--- src/rtl/pe_mw_pkg.sv ---
// Shared widths, result type and arithmetic helpers for the multi-weight systolic PE.
// The helper functions are sized to the package operand/psum widths.
package pe_mw_pkg;

    localparam int IN_W   = 8;
    localparam int ACC_W  = 32;
    localparam int OPND_W = IN_W + 1;
    localparam int PROD_W = 2 * IN_W + 2;
    localparam int SUM_W  = ACC_W + 1;

    typedef struct packed {
        logic [ACC_W-1:0] value;
        logic             overflow;
    } sat_res_t;

    function automatic logic signed [OPND_W-1:0] ext_operand(
        input logic [IN_W-1:0] x,
        input logic            signed_mode
    );
        return {signed_mode & x[IN_W-1], x};
    endfunction

    // The sum is formed one bit wider than the psum, so a range overflow shows up
    // as a disagreement between the top two bits.
    function automatic sat_res_t sat_add(
        input logic signed [ACC_W-1:0]  a,
        input logic signed [PROD_W-1:0] b,
        input logic                     sat_en
    );
        logic signed [SUM_W-1:0] sum;
        sat_res_t                r;
        sum        = SUM_W'(a) + SUM_W'(b);
        r.value    = sum[ACC_W-1:0];
        r.overflow = 1'b0;
        if (sat_en && (sum[SUM_W-1] != sum[SUM_W-2])) begin
            r.overflow = 1'b1;
            r.value    = sum[SUM_W-1] ? {1'b1, {(ACC_W-1){1'b0}}} : {1'b0, {(ACC_W-1){1'b1}}};
        end
        return r;
    endfunction

endpackage

--- src/rtl/pe_weight_bank.sv ---
// Slot-addressed weight bank with one write port and a registered active weight.
// A switch in the same cycle as a write to that slot picks up the old contents.
module pe_weight_bank #(
    parameter int DATA_W = 8,
    parameter int DEPTH  = 4,
    parameter int SLOT_W = $clog2(DEPTH)
) (
    input  logic              clk,
    input  logic              rst_n,
    input  logic              wr_en,
    input  logic [SLOT_W-1:0] wr_slot,
    input  logic [DATA_W-1:0] wr_data,
    input  logic              sw_en,
    input  logic [SLOT_W-1:0] sw_slot,
    output logic [DATA_W-1:0] active
);

    logic [DATA_W-1:0] bank [DEPTH];

    always_ff @(posedge clk or negedge rst_n) begin
        if (!rst_n) begin
            // NOTE: the bank is small and must read as zero after reset, so every slot is reset explicitly.
            for (int i = 0; i < DEPTH; i++) begin
                bank[i] <= '0;
            end
            active <= '0;
        end else begin
            // NOTE: non-blocking assignment gives read-before-write when wr_slot == sw_slot.
            if (wr_en) begin
                bank[wr_slot] <= wr_data;
            end
            if (sw_en) begin
                active <= bank[sw_slot];
            end
        end
    end

endmodule

--- src/rtl/pe_mw.sv ---
// Weight-stationary systolic PE: signed/unsigned MAC against a multi-slot weight bank,
// optional saturating accumulation and a sticky overflow flag.
module pe_mw
    import pe_mw_pkg::*;
#(
    parameter int ROW_ID           = 0,
    parameter int ARRAY_WIDTH      = 16,
    parameter int DATA_WIDTH_IN    = IN_W,
    parameter int DATA_WIDTH_ACCUM = ACC_W,
    parameter int WEIGHT_DEPTH     = 4,
    parameter int SATURATE         = 1,
    localparam int IDX_W           = $clog2(ARRAY_WIDTH),
    localparam int SLOT_W          = $clog2(WEIGHT_DEPTH)
) (
    input  logic                        clk,
    input  logic                        rst_n,
    input  logic                        pe_enabled,
    input  logic                        pe_valid_in,
    input  logic                        pe_signed_in,
    input  logic                        pe_switch_in,
    input  logic [SLOT_W-1:0]           pe_switch_slot_in,
    input  logic                        pe_accept_w_in,
    input  logic [DATA_WIDTH_IN-1:0]    pe_weight_in,
    input  logic [IDX_W-1:0]            pe_index_in,
    input  logic [SLOT_W-1:0]           pe_wslot_in,
    input  logic [DATA_WIDTH_ACCUM-1:0] pe_psum_in,
    input  logic                        pe_psum_valid_in,
    input  logic [DATA_WIDTH_IN-1:0]    pe_input_in,
    input  logic                        pe_sat_clr_in,
    output logic [DATA_WIDTH_IN-1:0]    pe_weight_out,
    output logic [IDX_W-1:0]            pe_index_out,
    output logic [SLOT_W-1:0]           pe_wslot_out,
    output logic                        pe_accept_w_out,
    output logic [DATA_WIDTH_ACCUM-1:0] pe_psum_out,
    output logic                        pe_psum_valid_out,
    output logic [DATA_WIDTH_IN-1:0]    pe_input_out,
    output logic                        pe_valid_out,
    output logic                        pe_signed_out,
    output logic                        pe_switch_out,
    output logic [SLOT_W-1:0]           pe_switch_slot_out,
    output logic                        pe_sat_flag
);

    logic                       w_match;
    logic [DATA_WIDTH_IN-1:0]   active_w;
    logic signed [OPND_W-1:0]   a_ext;
    logic signed [OPND_W-1:0]   b_ext;
    logic signed [PROD_W-1:0]   product;
    sat_res_t                   mac;

    assign w_match = pe_accept_w_in && (pe_index_in == IDX_W'(ROW_ID));

    pe_weight_bank #(
        .DATA_W (DATA_WIDTH_IN),
        .DEPTH  (WEIGHT_DEPTH),
        .SLOT_W (SLOT_W)
    ) u_bank (
        .clk     (clk),
        .rst_n   (rst_n),
        .wr_en   (pe_enabled && w_match),
        .wr_slot (pe_wslot_in),
        .wr_data (pe_weight_in),
        .sw_en   (pe_enabled && pe_switch_in),
        .sw_slot (pe_switch_slot_in),
        .active  (active_w)
    );

    // NOTE: every variable is assigned on every pass, so no latch can be inferred.
    always_comb begin
        a_ext   = ext_operand(active_w, pe_signed_in);
        b_ext   = ext_operand(pe_input_in, pe_signed_in);
        product = PROD_W'(a_ext) * PROD_W'(b_ext);
        mac     = sat_add($signed(pe_psum_in), product, SATURATE != 0);
    end

    always_ff @(posedge clk or negedge rst_n) begin
        if (!rst_n) begin
            pe_weight_out      <= '0;
            pe_index_out       <= '0;
            pe_wslot_out       <= '0;
            pe_accept_w_out    <= 1'b0;
            pe_psum_out        <= '0;
            pe_psum_valid_out  <= 1'b0;
            pe_input_out       <= '0;
            pe_valid_out       <= 1'b0;
            pe_signed_out      <= 1'b0;
            pe_switch_out      <= 1'b0;
            pe_switch_slot_out <= '0;
            pe_sat_flag        <= 1'b0;
        end else begin
            if (pe_enabled) begin
                pe_input_out       <= pe_input_in;
                pe_valid_out       <= pe_valid_in;
                pe_signed_out      <= pe_signed_in;
                pe_switch_out      <= pe_switch_in;
                pe_switch_slot_out <= pe_switch_slot_in;
                // A matching weight is consumed here; anything else accepted travels south.
                if (pe_accept_w_in && !w_match) begin
                    pe_weight_out   <= pe_weight_in;
                    pe_index_out    <= pe_index_in;
                    pe_wslot_out    <= pe_wslot_in;
                    pe_accept_w_out <= 1'b1;
                end else begin
                    pe_weight_out   <= '0;
                    pe_index_out    <= '0;
                    pe_wslot_out    <= '0;
                    pe_accept_w_out <= 1'b0;
                end
                if (pe_valid_in) begin
                    pe_psum_out       <= mac.value;
                    pe_psum_valid_out <= 1'b1;
                end else begin
                    pe_psum_out       <= pe_psum_in;
                    pe_psum_valid_out <= 1'b0;
                end
                if (pe_valid_in && mac.overflow) begin
                    pe_sat_flag <= 1'b1;
                end else if (pe_sat_clr_in) begin
                    pe_sat_flag <= 1'b0;
                end
            end else begin
                pe_input_out       <= '0;
                pe_valid_out       <= 1'b0;
                pe_signed_out      <= 1'b0;
                pe_switch_out      <= 1'b0;
                pe_switch_slot_out <= '0;
                pe_weight_out      <= '0;
                pe_index_out       <= '0;
                pe_wslot_out       <= '0;
                pe_accept_w_out    <= 1'b0;
                pe_psum_out        <= pe_psum_in;
                pe_psum_valid_out  <= pe_psum_valid_in;
            end
        end
    end

endmodule

--- config.mk ---
export PLATFORM = sky130hd
export DESIGN_NAME = pe_mw
export DESIGN_NICKNAME = d
export VERILOG_FILES = /design/src/rtl/pe_mw_pkg.sv /design/src/rtl/pe_weight_bank.sv /design/src/rtl/pe_mw.sv
export SDC_FILE = /design/constraint.sdc
export NUM_CORES = 1
export LEC_CHECK = 0
export CORE_MARGIN = 5
export CORE_UTILIZATION = 62
export CTS_CLUSTER_SIZE = 25
export DETAILED_ROUTE_END_ITERATION = 7
export GPL_ROUTABILITY_DRIVEN = 0
export PLACE_DENSITY_LB_ADDON = 0.1
export SLEW_MARGIN = 20
export SYNTH_ARGS = -nofsm -noshare
export SYNTH_HDL_FRONTEND = slang
export SYNTH_SLANG_ARGS = --single-unit
--- constraint.sdc ---
create_clock -name clk -period 16.2 [get_ports clk]
set_input_delay 2.43 -clock clk [delete_from_list [all_inputs] [get_ports clk]]
set_output_delay 2.43 -clock clk [all_outputs]
set_load 0.005 [all_outputs]
==> results_dict.tcl, run 1 <==
set metrics [dict create \
    rsz0062_at_grt "false" \
    intPower_mw 0.834 \
    ys_seq_area_frac 0.258 \
    synth.area.top_cells "dfrtp_1, fa_1, ha_1" \
    syn_to_final_growth_pct 17.0 \
    drc 0 \
    path_delay_family "adder cells" \
    finalHoldViolCount 0 \
    cts_buffer_depth 2 \
    num_rows 46 \
    post_cts_resize_count 0 \
    ys_ff_latch 102 \
    tns_ns 0 \
    grt_max_degree 54 \
    hpwlAfterDp_um 17400 \
    hold_buffers 0 \
    ir_drop_uv 103 \
    grt_util_all_layers 0.255 \
    synth.net_count 1273 \
    cp.depth 20 \
    dr.pass1.iters 5 \
    start_util 0.627 \
    relSlewSlack 0.316 \
    synthDominantCellAreaShare 0.258 \
    path_max_fanout 23 \
    path_cells "clkdlybuf4s50_1 -> and2_1 -> nand2_1 -> fa_1 -> fa_1 -> fa_1 -> inv_1 -> fa_1 -> inv_1 -> fa_1 -> inv_1 -> ha_1 -> nand2_1 -> or3_1 -> a211oi_4 -> a31oi_2 -> mux2i_2 -> nand2_4 -> o21ai_4 -> o21ai_1" \
    htreeDepth 3 \
    end_kind "flop" \
    tightest_slew_ns 1.02 \
    finalCritPeriodShare 0.586 \
    cpMostUsedCell "fa_1" \
    synth_common_cells "inv_1, fa_1, nand2_1, dfrtp_1, ha_1" \
    drt-wirelength-per-cell_um 16.5 \
    async_reset_ff_frac 1.00 \
    yosysMostFrequentCell "inv_1" \
    clock.fmax_mhz 105 \
    required_ns 16.42 \
    maxCapViolations 0 \
    path_class "in -> reg" \
    leakage_nw 5.89 \
    seqPwrFrac 0.200 \
    status "complete, no violations" \
    start_kind "input port" \
    power.total_mw 1.58 \
    worstHoldPathType "reg -> reg" \
    yosys.cell_types.count 57 \
    synth_area_per_cell_um2 9.76 \
    nNetsFinal 1375 \
    grt_pass1_vias 7740 \
    grt_overflow_total 0 \
    p_comb_frac 0.654 \
    fp.coreArea_um2 15800 \
    die_height_um 136 \
    syn_area_um2 9890 \
    startpoint "pe_signed_in" \
    num_antenna_cells 0 \
    layout_min_cycle_time_ns 9.49 \
    slowest_stage "o21ai_4" \
    synthCells 1014 \
    max_stage_delay_ns 0.80 \
    crit_end "pe_psum_out[30]$_DFF_PN0_" \
    synth_ff_type "dfrtp_1" \
    pwr-share-clk 0.146 \
    die_area_um2 18600 \
    r2r_slack_ns 8.72 \
    ff2ff_path_depth 19 \
    via_per_inst 5.38 \
    cts_tree "built" \
    cts_made_buffers 9 \
    io_pins 127 \
    cts.sinks 102 \
    yosys_warnings 0 \
    reg2reg_from "u_bank.active[7]$_DFFE_PN0P_" \
    die_x_um 136 \
    antenna_found_initial 0 \
    fin_hold_ws_ns 0.507 \
    port_buffers 126 \
    power_switching_mw 0.748 \
    routed_wl_um 22100 \
    vias 7198 \
    yosys.area.top_type "dfrtp_1" \
    synth_edf_count 0 \
    detail-route-antenna-nets 0 \
    fin_util 0.734 \
    clock_latency_ns 0.37 \
    grt_pass1_wl_um 37300 \
    finalClockSkew_ns 0.00927 \
    final-setup-viol-count 0 \
    layout-drive-gt1-share 0.0928 \
    clkTransAtPathRegs_ns 0.08 \
    drt-initial-drc-count 314 \
    r2r_end "pe_psum_out[30]$_DFF_PN0_" \
    post_cts.repair.setup_buffers 0 \
    crit_buf_inv 4 \
    p_per_area_nw_per_um2 137 \
    cp.arrival_ns 9.71 \
    finalMaxSlewViolations 0 \
    swShare 0.473 \
    root_buffer "clkbuf_16" \
]
-- cell type report --
class | count | area, µm²
multi-input combinational | 670 | 6390
fill | 1198 | 4200
sequential | 102 | 2550
timing repair buffer | 128 | 1270
inverter | 205 | 769
tap | 216 | 270
clock buffer | 9 | 225
clock inverter | 7 | 88.8
-- layout by cell type, fill, tap and decap left out, types with 4 or more instances in the layout --
cell	count
o31ai_1	6
and2_1	44
ha_1	78
o21ai_2	20
nor3_1	4
mux2_2	40
nand2b_1	5
o21bai_1	6
clkdlybuf4s50_1	125
dfrtp_1	102
nand4_1	4
nand3_1	8
and3_1	9
fa_1	116
a21oi_1	51
xnor2_1	19
mux4_2	8
o21ai_0	21
nor2_1	49
xor2_1	10
a21o_1	9
clkbuf_16	9
o21ai_1	13
inv_1	205
nor2b_1	4
nand2_1	107
-- routing by layer --
| metal | global-route usage | up-vias | part of all wire |
|---|---|---|---|
| met2 | 0.431 | 211 | 0.50 |
| met1 | 0.333 | 3537 | 0.41 |
| met5 | 0 | - | 0 |
| met3 | 0.0470 | 38 | 0.060 |
| met4 | 0.0862 | 0 | 0.025 |
| li1 | - | 3412 | - |
-- power by group through the flow --
stage,Clock (mW),Combinational [mW],Sequential (mW)
finish,0.230,1.03,0.317
global route,0.246,1.16,0.322
CTS,0.236,1.03,0.317
detailed placement,0,1.02,0.322
global placement,0,0.999,0.322
floorplan,0,0.769,0.318
-- logic make-up after synthesis --
logic type      share of synthesized area
compound gates                      0.106
xor+xnor                           0.0257
fa+ha+maj                           0.333
buf+inv                            0.0959
flops                               0.258
mux                                0.0651
simple gates                        0.116
-- sequential cells by signal, indices dropped and copies added (netlist names) --
signal              flops
pe_input_out            8
pe_sat_flag             1
pe_signed_out           1
pe_switch_out           1
pe_accept_w_out         1
pe_psum_out            32
pe_valid_out            1
pe_index_out            4
pe_wslot_out            2
u_bank.active           8
pe_switch_slot_out      2
pe_weight_out           8
pe_psum_valid_out       1
u_bank.bank            32
-- per-stage QoR --
stage	cell area, µm²	std cells	worst slack [ns]
2_1_floorplan	9890	1014	8.05
3_3_place_gp	11300	1321	6.47
3_5_place_dp	11300	1321	6.31
4_1_cts	11600	1337	6.69
5_1_grt	11600	1337	6.20
6_report	11600	1337	6.71
-- how the worst min path moves through the flow --
stage / from / to / slack (ns) / cells past startpoint
after detailed placement: pe_sat_flag$_DFFE_PN0P_ / pe_sat_flag$_DFFE_PN0P_ / 0.49 / 2
after CTS: u_bank.bank[3]$_DFFE_PN0P_ / u_bank.bank[3]$_DFFE_PN0P_ / 0.51 / 1
after global routing: u_bank.bank[22]$_DFFE_PN0P_ / u_bank.bank[22]$_DFFE_PN0P_ / 0.52 / 1
final: pe_sat_flag$_DFFE_PN0P_ / pe_sat_flag$_DFFE_PN0P_ / 0.51 / 2
after global placement: pe_sat_flag$_DFFE_PN0P_ / pe_sat_flag$_DFFE_PN0P_ / 0.47 / 2
after floorplan: pe_sat_flag$_DFFE_PN0P_ / pe_sat_flag$_DFFE_PN0P_ / 0.47 / 2
-- tightest hold or removal path: stages, from the launching register on --
cell,delay (ns)
dfrtp_1,0.36
nand2_1,0.05
o21ai_0,0.06
No activity file was read; power rests on OpenSTA's default activity.
==> run 2, diff against run 1 <==
--- a/config.mk
+++ b/config.mk
@@ -6,7 +6,7 @@
 export NUM_CORES = 1
 export LEC_CHECK = 0
 export CORE_MARGIN = 5
-export CORE_UTILIZATION = 62
+export CORE_UTILIZATION = 57
 export CTS_CLUSTER_SIZE = 25
 export DETAILED_ROUTE_END_ITERATION = 7
 export GPL_ROUTABILITY_DRIVEN = 0
==> constraint.sdc (replaced) <==
create_clock -name clk -period 9.45 [get_ports clk]
set_input_delay 1.4175 -clock clk [delete_from_list [all_inputs] [get_ports clk]]
set_output_delay 1.4175 -clock clk [all_outputs]
set_load 0.005 [all_outputs]
==> results_dict.tcl, run 2 (synthesis results as in run 1) <==
set metrics [dict create \
    finalCritPeriodShare 0.879 \
    seqPwrFrac 0.201 \
    cts.sinks 102 \
    min_from "pe_sat_flag$_DFFE_PN0P_" \
    holdPathEnd "pe_sat_flag$_DFFE_PN0P_" \
    die_height_um 142 \
    tns_ns 0 \
    finalClockSkew_ns 0.0118 \
    post_cts.repair.setup_buffers 0 \
    layout-drive-gt1-share 0.0960 \
    port_buffers 126 \
    num_antenna_cells 0 \
    routed_wl_um 22100 \
    syn_to_final_growth_pct 17.4 \
    nNetsFinal 1379 \
    layout_commonest_cell "inv_1" \
    root_buffer "clkbuf_16" \
    grt_max_degree 67 \
    dr.pass1.iters 5 \
    clock_latency_ns 0.37 \
    drc 0 \
    antenna_found_initial 0 \
    num_rows 48 \
    detail-route-antenna-nets 0 \
    hold_buffers 0 \
    cts_made_buffers 9 \
    reg_top3 "pe_psum_out: 32 flops, u_bank.bank: 32 flops" \
    power_switching_mw 1.27 \
    finalMaxSlewViolations 0 \
    p_comb_frac 0.654 \
    intPower_mw 1.43 \
    relSlewSlack 0.425 \
    tightest_slew_ns 0.860 \
    worstHoldPathType "reg -> reg" \
    grt_util_all_layers 0.232 \
    htreeDepth 3 \
    die_x_um 142 \
    via_per_inst 5.37 \
    layout_min_cycle_time_ns 8.31 \
    grt_overflow_total 0 \
    hold_path_depth 2 \
    fin_util 0.676 \
    r2r_end "pe_psum_out[0]$_DFF_PN0_" \
    required_ns 9.69 \
    io_pins 127 \
    status "complete, no violations" \
    reg2reg_from "u_bank.active[7]$_DFFE_PN0P_" \
    startpoint "pe_signed_in" \
    end_kind "flop" \
    most-common-layout-cells "inv_1, clkdlybuf4s50_1, fa_1, nand2_1, dfrtp_1" \
    leakage_nw 5.91 \
    finalHoldViolCount 0 \
    start_kind "input port" \
    swShare 0.470 \
    cts_buffer_depth 2 \
    cts_tree "built" \
    post_cts_resize_count 0 \
    ir_drop_uv 175 \
    start_util 0.576 \
    p_per_area_nw_per_um2 233 \
    grt_pass1_wl_um 37400 \
    drt-initial-drc-count 356 \
    pwr-share-clk 0.145 \
    path_class "in -> reg" \
    fp.coreArea_um2 17200 \
    drt-wirelength-per-cell_um 16.4 \
    final-setup-viol-count 0 \
    vias 7254 \
    path_max_fanout 23 \
    clock.fmax_mhz 120 \
    clkTransAtPathRegs_ns 0.08 \
    cp.arrival_ns 8.55 \
    r2r_slack_ns 2.13 \
    grt_pass1_vias 7642 \
    maxCapViolations 0 \
    die_area_um2 20100 \
    rsz0062_at_grt "false" \
    ff2ff_path_depth 20 \
    hpwlAfterDp_um 17500 \
]
==> run 2: worst max-delay path by stage <==
stage | endpoint | slack (ns)
floorplan | pe_psum_out[11]$_DFF_PN0_ | 2.32
global placement | pe_psum_out[0]$_DFF_PN0_ | 0.98
detailed placement | pe_psum_out[30]$_DFF_PN0_ | 0.76
CTS | pe_psum_out[0]$_DFF_PN0_ | 1.15
global route | pe_psum_out[0]$_DFF_PN0_ | 0.79
finish | pe_psum_out[0]$_DFF_PN0_ | 1.14
==> run 2: cell type report <==
class	instances	area, µm²
sequential	102	2550
clock buffer	9	225
inverter	205	769
clock inverter	7	91.3
timing repair buffer	132	1300
multi-input combinational	670	6390
tap	225	282
fill	1453	5560
==> run 2: critical path: stages <==
cell and delay [ns]:
clkdlybuf4s50_1 0.56, and2_1 0.28, nand2_1 0.18, fa_1 0.62, fa_1 0.56, fa_1 0.74, inv_1 0.35, fa_1 0.59
inv_1 0.05, fa_1 0.47, inv_1 0.04, ha_1 0.45, nand2_1 0.14, or3_1 0.42, a211oi_4 0.23, a31oi_2 0.14
mux2i_2 0.30, nand2_4 0.24, o21ai_4 0.25, buf_4 0.37, o21ai_1 0.11
==> run 2: power by group through the flow <==
| stage | Combinational [mW] | Clock [mW] | Sequential (mW) |
|---|---|---|---|
| after floorplan | 1.32 | 0 | 0.545 |
| after global placement | 1.73 | 0 | 0.552 |
| after detailed placement | 1.77 | 0 | 0.552 |
| after CTS | 1.78 | 0.402 | 0.544 |
| after global routing | 1.98 | 0.422 | 0.553 |
| final | 1.77 | 0.393 | 0.544 |
==> run 2: metrics by stage <==
stage / cells / hold WS, ns / total power, mW / area, µm² / setup WS [ns]
final: 1350 / 0.508 / 2.71 / 11600 / 1.14
after global routing: 1350 / 0.525 / 2.95 / 11600 / 0.793
after CTS: 1350 / 0.509 / 2.72 / 11600 / 1.15
after detailed placement: 1334 / 0.479 / 2.32 / 11300 / 0.759
after global placement: 1334 / 0.478 / 2.28 / 11300 / 0.982
after floorplan: 1014 / 0.470 / 1.86 / 9890 / 2.32
==> run 2: per-layer routing <==
layer | vias up | global-route usage | routed length (µm)
met4 | 0 | 0.0662 | 435
met1 | 3623 | 0.310 | 9520
met5 | - | 0 | 0
met2 | 182 | 0.393 | 11200
li1 | 3419 | - | -
met3 | 30 | 0.0398 | 1020
==> run 3, diff against run 2 <==
--- a/config.mk
+++ b/config.mk
@@ -6,7 +6,7 @@
 export NUM_CORES = 1
 export LEC_CHECK = 0
 export CORE_MARGIN = 5
-export CORE_UTILIZATION = 57
+export CORE_UTILIZATION = 52
 export CTS_CLUSTER_SIZE = 25
 export DETAILED_ROUTE_END_ITERATION = 7
 export GPL_ROUTABILITY_DRIVEN = 0
==> constraint.sdc (replaced) <==
create_clock -name clk -period 7.6 [get_ports clk]
set_input_delay 1.14 -clock clk [delete_from_list [all_inputs] [get_ports clk]]
set_output_delay 1.14 -clock clk [all_outputs]
set_load 0.005 [all_outputs]
==> results_dict.tcl, run 3 (synthesis results as in run 1) <==
set metrics [dict create \
    leakage_nw 6.01 \
    start_kind "input port" \
    path_max_fanout 22 \
    grt_overflow_total 0 \
    clkTransAtPathRegs_ns 0.09 \
    top_usage_layer "met2" \
    r2r_end "pe_sat_flag$_DFFE_PN0P_" \
    finalMaxSlewViolations 0 \
    grt_max_degree 58 \
    path_class "in -> reg" \
    p_comb_frac 0.658 \
    ir_drop_uv 205 \
    num_antenna_cells 0 \
    post_cts.repair.setup_buffers 0 \
    cts.sinks 102 \
    end_kind "flop" \
    final-setup-viol-count 0 \
    seqPwrFrac 0.198 \
    finalHoldViolCount 0 \
    vias 7180 \
    drt-initial-drc-count 346 \
    clock.fmax_mhz 139 \
    drc 0 \
    status "complete, no violations" \
    cts_buffer_depth 2 \
    htreeDepth 3 \
    maxCapViolations 0 \
    reg_top3 "pe_psum_out: 32 flops, u_bank.bank: 32 flops" \
    via_per_inst 5.21 \
    r2r_slack_ns 1.06 \
    grt.met1_usage 0.297 \
    io_pins 127 \
    drt-wirelength-per-cell_um 16.6 \
    layout_commonest_cell "inv_1" \
    dr.pass1.iters 4 \
    n_fill_cell 1603 \
    cp.arrival_ns 7.46 \
    reg2reg_from "u_bank.active[7]$_DFFE_PN0P_" \
    rsz0062_at_grt "false" \
    nNetsFinal 1397 \
    grt_util_all_layers 0.215 \
    relSlewSlack 0.447 \
    pwr-share-clk 0.144 \
    ff2ff_path_depth 20 \
    num_rows 50 \
    p_per_area_nw_per_um2 292 \
    most-common-layout-cells "inv_1, clkdlybuf4s50_1, fa_1, nand2_1, dfrtp_1" \
    die_area_um2 21900 \
    finalClockSkew_ns 0.0110 \
    post_cts_resize_count 0 \
    required_ns 7.89 \
    routed_wl_um 22800 \
    grt_use_met2 0.361 \
    min_from "u_bank.bank[13]$_DFFE_PN0P_" \
    tns_ns 0 \
    hold_path_depth 1 \
    syn_to_final_growth_pct 19.1 \
    cts_made_buffers 9 \
    hpwlAfterDp_um 18200 \
    holdPathEnd "u_bank.bank[13]$_DFFE_PN0P_" \
    power_switching_mw 1.61 \
    layout_min_cycle_time_ns 7.18 \
    detail-route-antenna-nets 0 \
    antenna_found_initial 0 \
    grt_pass1_vias 7279 \
    die_x_um 148 \
    cts_tree "built" \
    swShare 0.467 \
    use_met3 0.0435 \
    finalCritPeriodShare 0.944 \
    intPower_mw 1.84 \
    hold_buffers 0 \
    fp.coreArea_um2 18700 \
    clock_latency_ns 0.36 \
    port_buffers 126 \
    start_util 0.529 \
    tightest_slew_ns 0.826 \
    layout-drive-gt1-share 0.110 \
    root_buffer "clkbuf_16" \
    die_height_um 148 \
    worstHoldPathType "reg -> reg" \
    fin_hold_ws_ns 0.506 \
    grt_pass1_wl_um 37400 \
]
-- run 3: changes by cell type in the layout (fill, tap and decap cells not counted) --
| cell | change |
|---|---|
| buf_12 | +2 |
| buf_4 | +16 |
-- run 3: worst max-delay path: stages --
cell and delay, ns:
clkdlybuf4s50_1 0.50, and2_1 0.27, nand2_1 0.19, fa_1 0.60, fa_1 0.56, fa_1 0.52, inv_1 0.28, fa_1 0.59
inv_1 0.05, fa_1 0.47, inv_1 0.04, ha_1 0.40, nand4_1 0.15, or3_1 0.37, a211oi_4 0.24, a31oi_2 0.14
mux2i_2 0.30, nand2_4 0.09, buf_4 0.24, xor2_1 0.18, o21ai_0 0.14
-- run 3: worst max path at each step --
stage	from	end	slack [ns]	depth (start not counted)
after floorplan	pe_signed_in	pe_psum_out[11]$_DFF_PN0_	0.74	23
after global placement	pe_signed_in	pe_psum_out[24]$_DFF_PN0_	0.19	22
after detailed placement	pe_signed_in	pe_psum_out[21]$_DFF_PN0_	0.04	22
after CTS	pe_signed_in	pe_psum_out[21]$_DFF_PN0_	0.39	22
after global routing	pe_signed_in	pe_psum_out[21]$_DFF_PN0_	0.03	22
final	pe_signed_in	pe_sat_flag$_DFFE_PN0P_	0.42	21
-- run 3: routing by layer --
metal | part of all wire | vias to the layer above | wire, µm
li1 | - | 3445 | -
met1 | 0.44 | 3571 | 10100
met2 | 0.49 | 153 | 11300
met3 | 0.055 | 11 | 1250
met4 | 0.0085 | 0 | 194
met5 | 0 | - | 0
-- run 3: final cells by class --
class	instances	area, µm²	share of cell area
Clock buffer	9	225	0.0191
Inverter	205	769	0.0653
Multi-Input combinational cell	670	6390	0.542
Tap cell	234	293	0.0248
Timing Repair Buffer	150	1460	0.124
Sequential cell	102	2550	0.217
Clock inverter	7	91.3	0.00775
-- run 3: through the flow --
stage | total power [mW] | util | instance area, µm² | setup slack (ns) | cells
2_1_floorplan | 2.32 | - | 9890 | 0.745 | 1014
3_3_place_gp | 2.92 | 0.613 | 11500 | 0.195 | 1361
3_5_place_dp | 2.97 | 0.613 | 11500 | 0.0446 | 1361
4_1_cts | 3.48 | 0.630 | 11800 | 0.392 | 1377
5_1_grt | 3.77 | 0.630 | 11800 | 0.0292 | 1377
6_report | 3.45 | 0.630 | 11800 | 0.423 | 1377
-- run 3: power groups by stage --
| stage | sequential (mW) | combinational, mW | clock (mW) |
|---|---|---|---|
| global placement | 0.695 | 2.23 | 0 |
| global route | 0.691 | 2.55 | 0.530 |
| finish | 0.683 | 2.27 | 0.496 |
| CTS | 0.684 | 2.29 | 0.510 |
| detailed placement | 0.694 | 2.27 | 0 |
| floorplan | 0.678 | 1.64 | 0 |
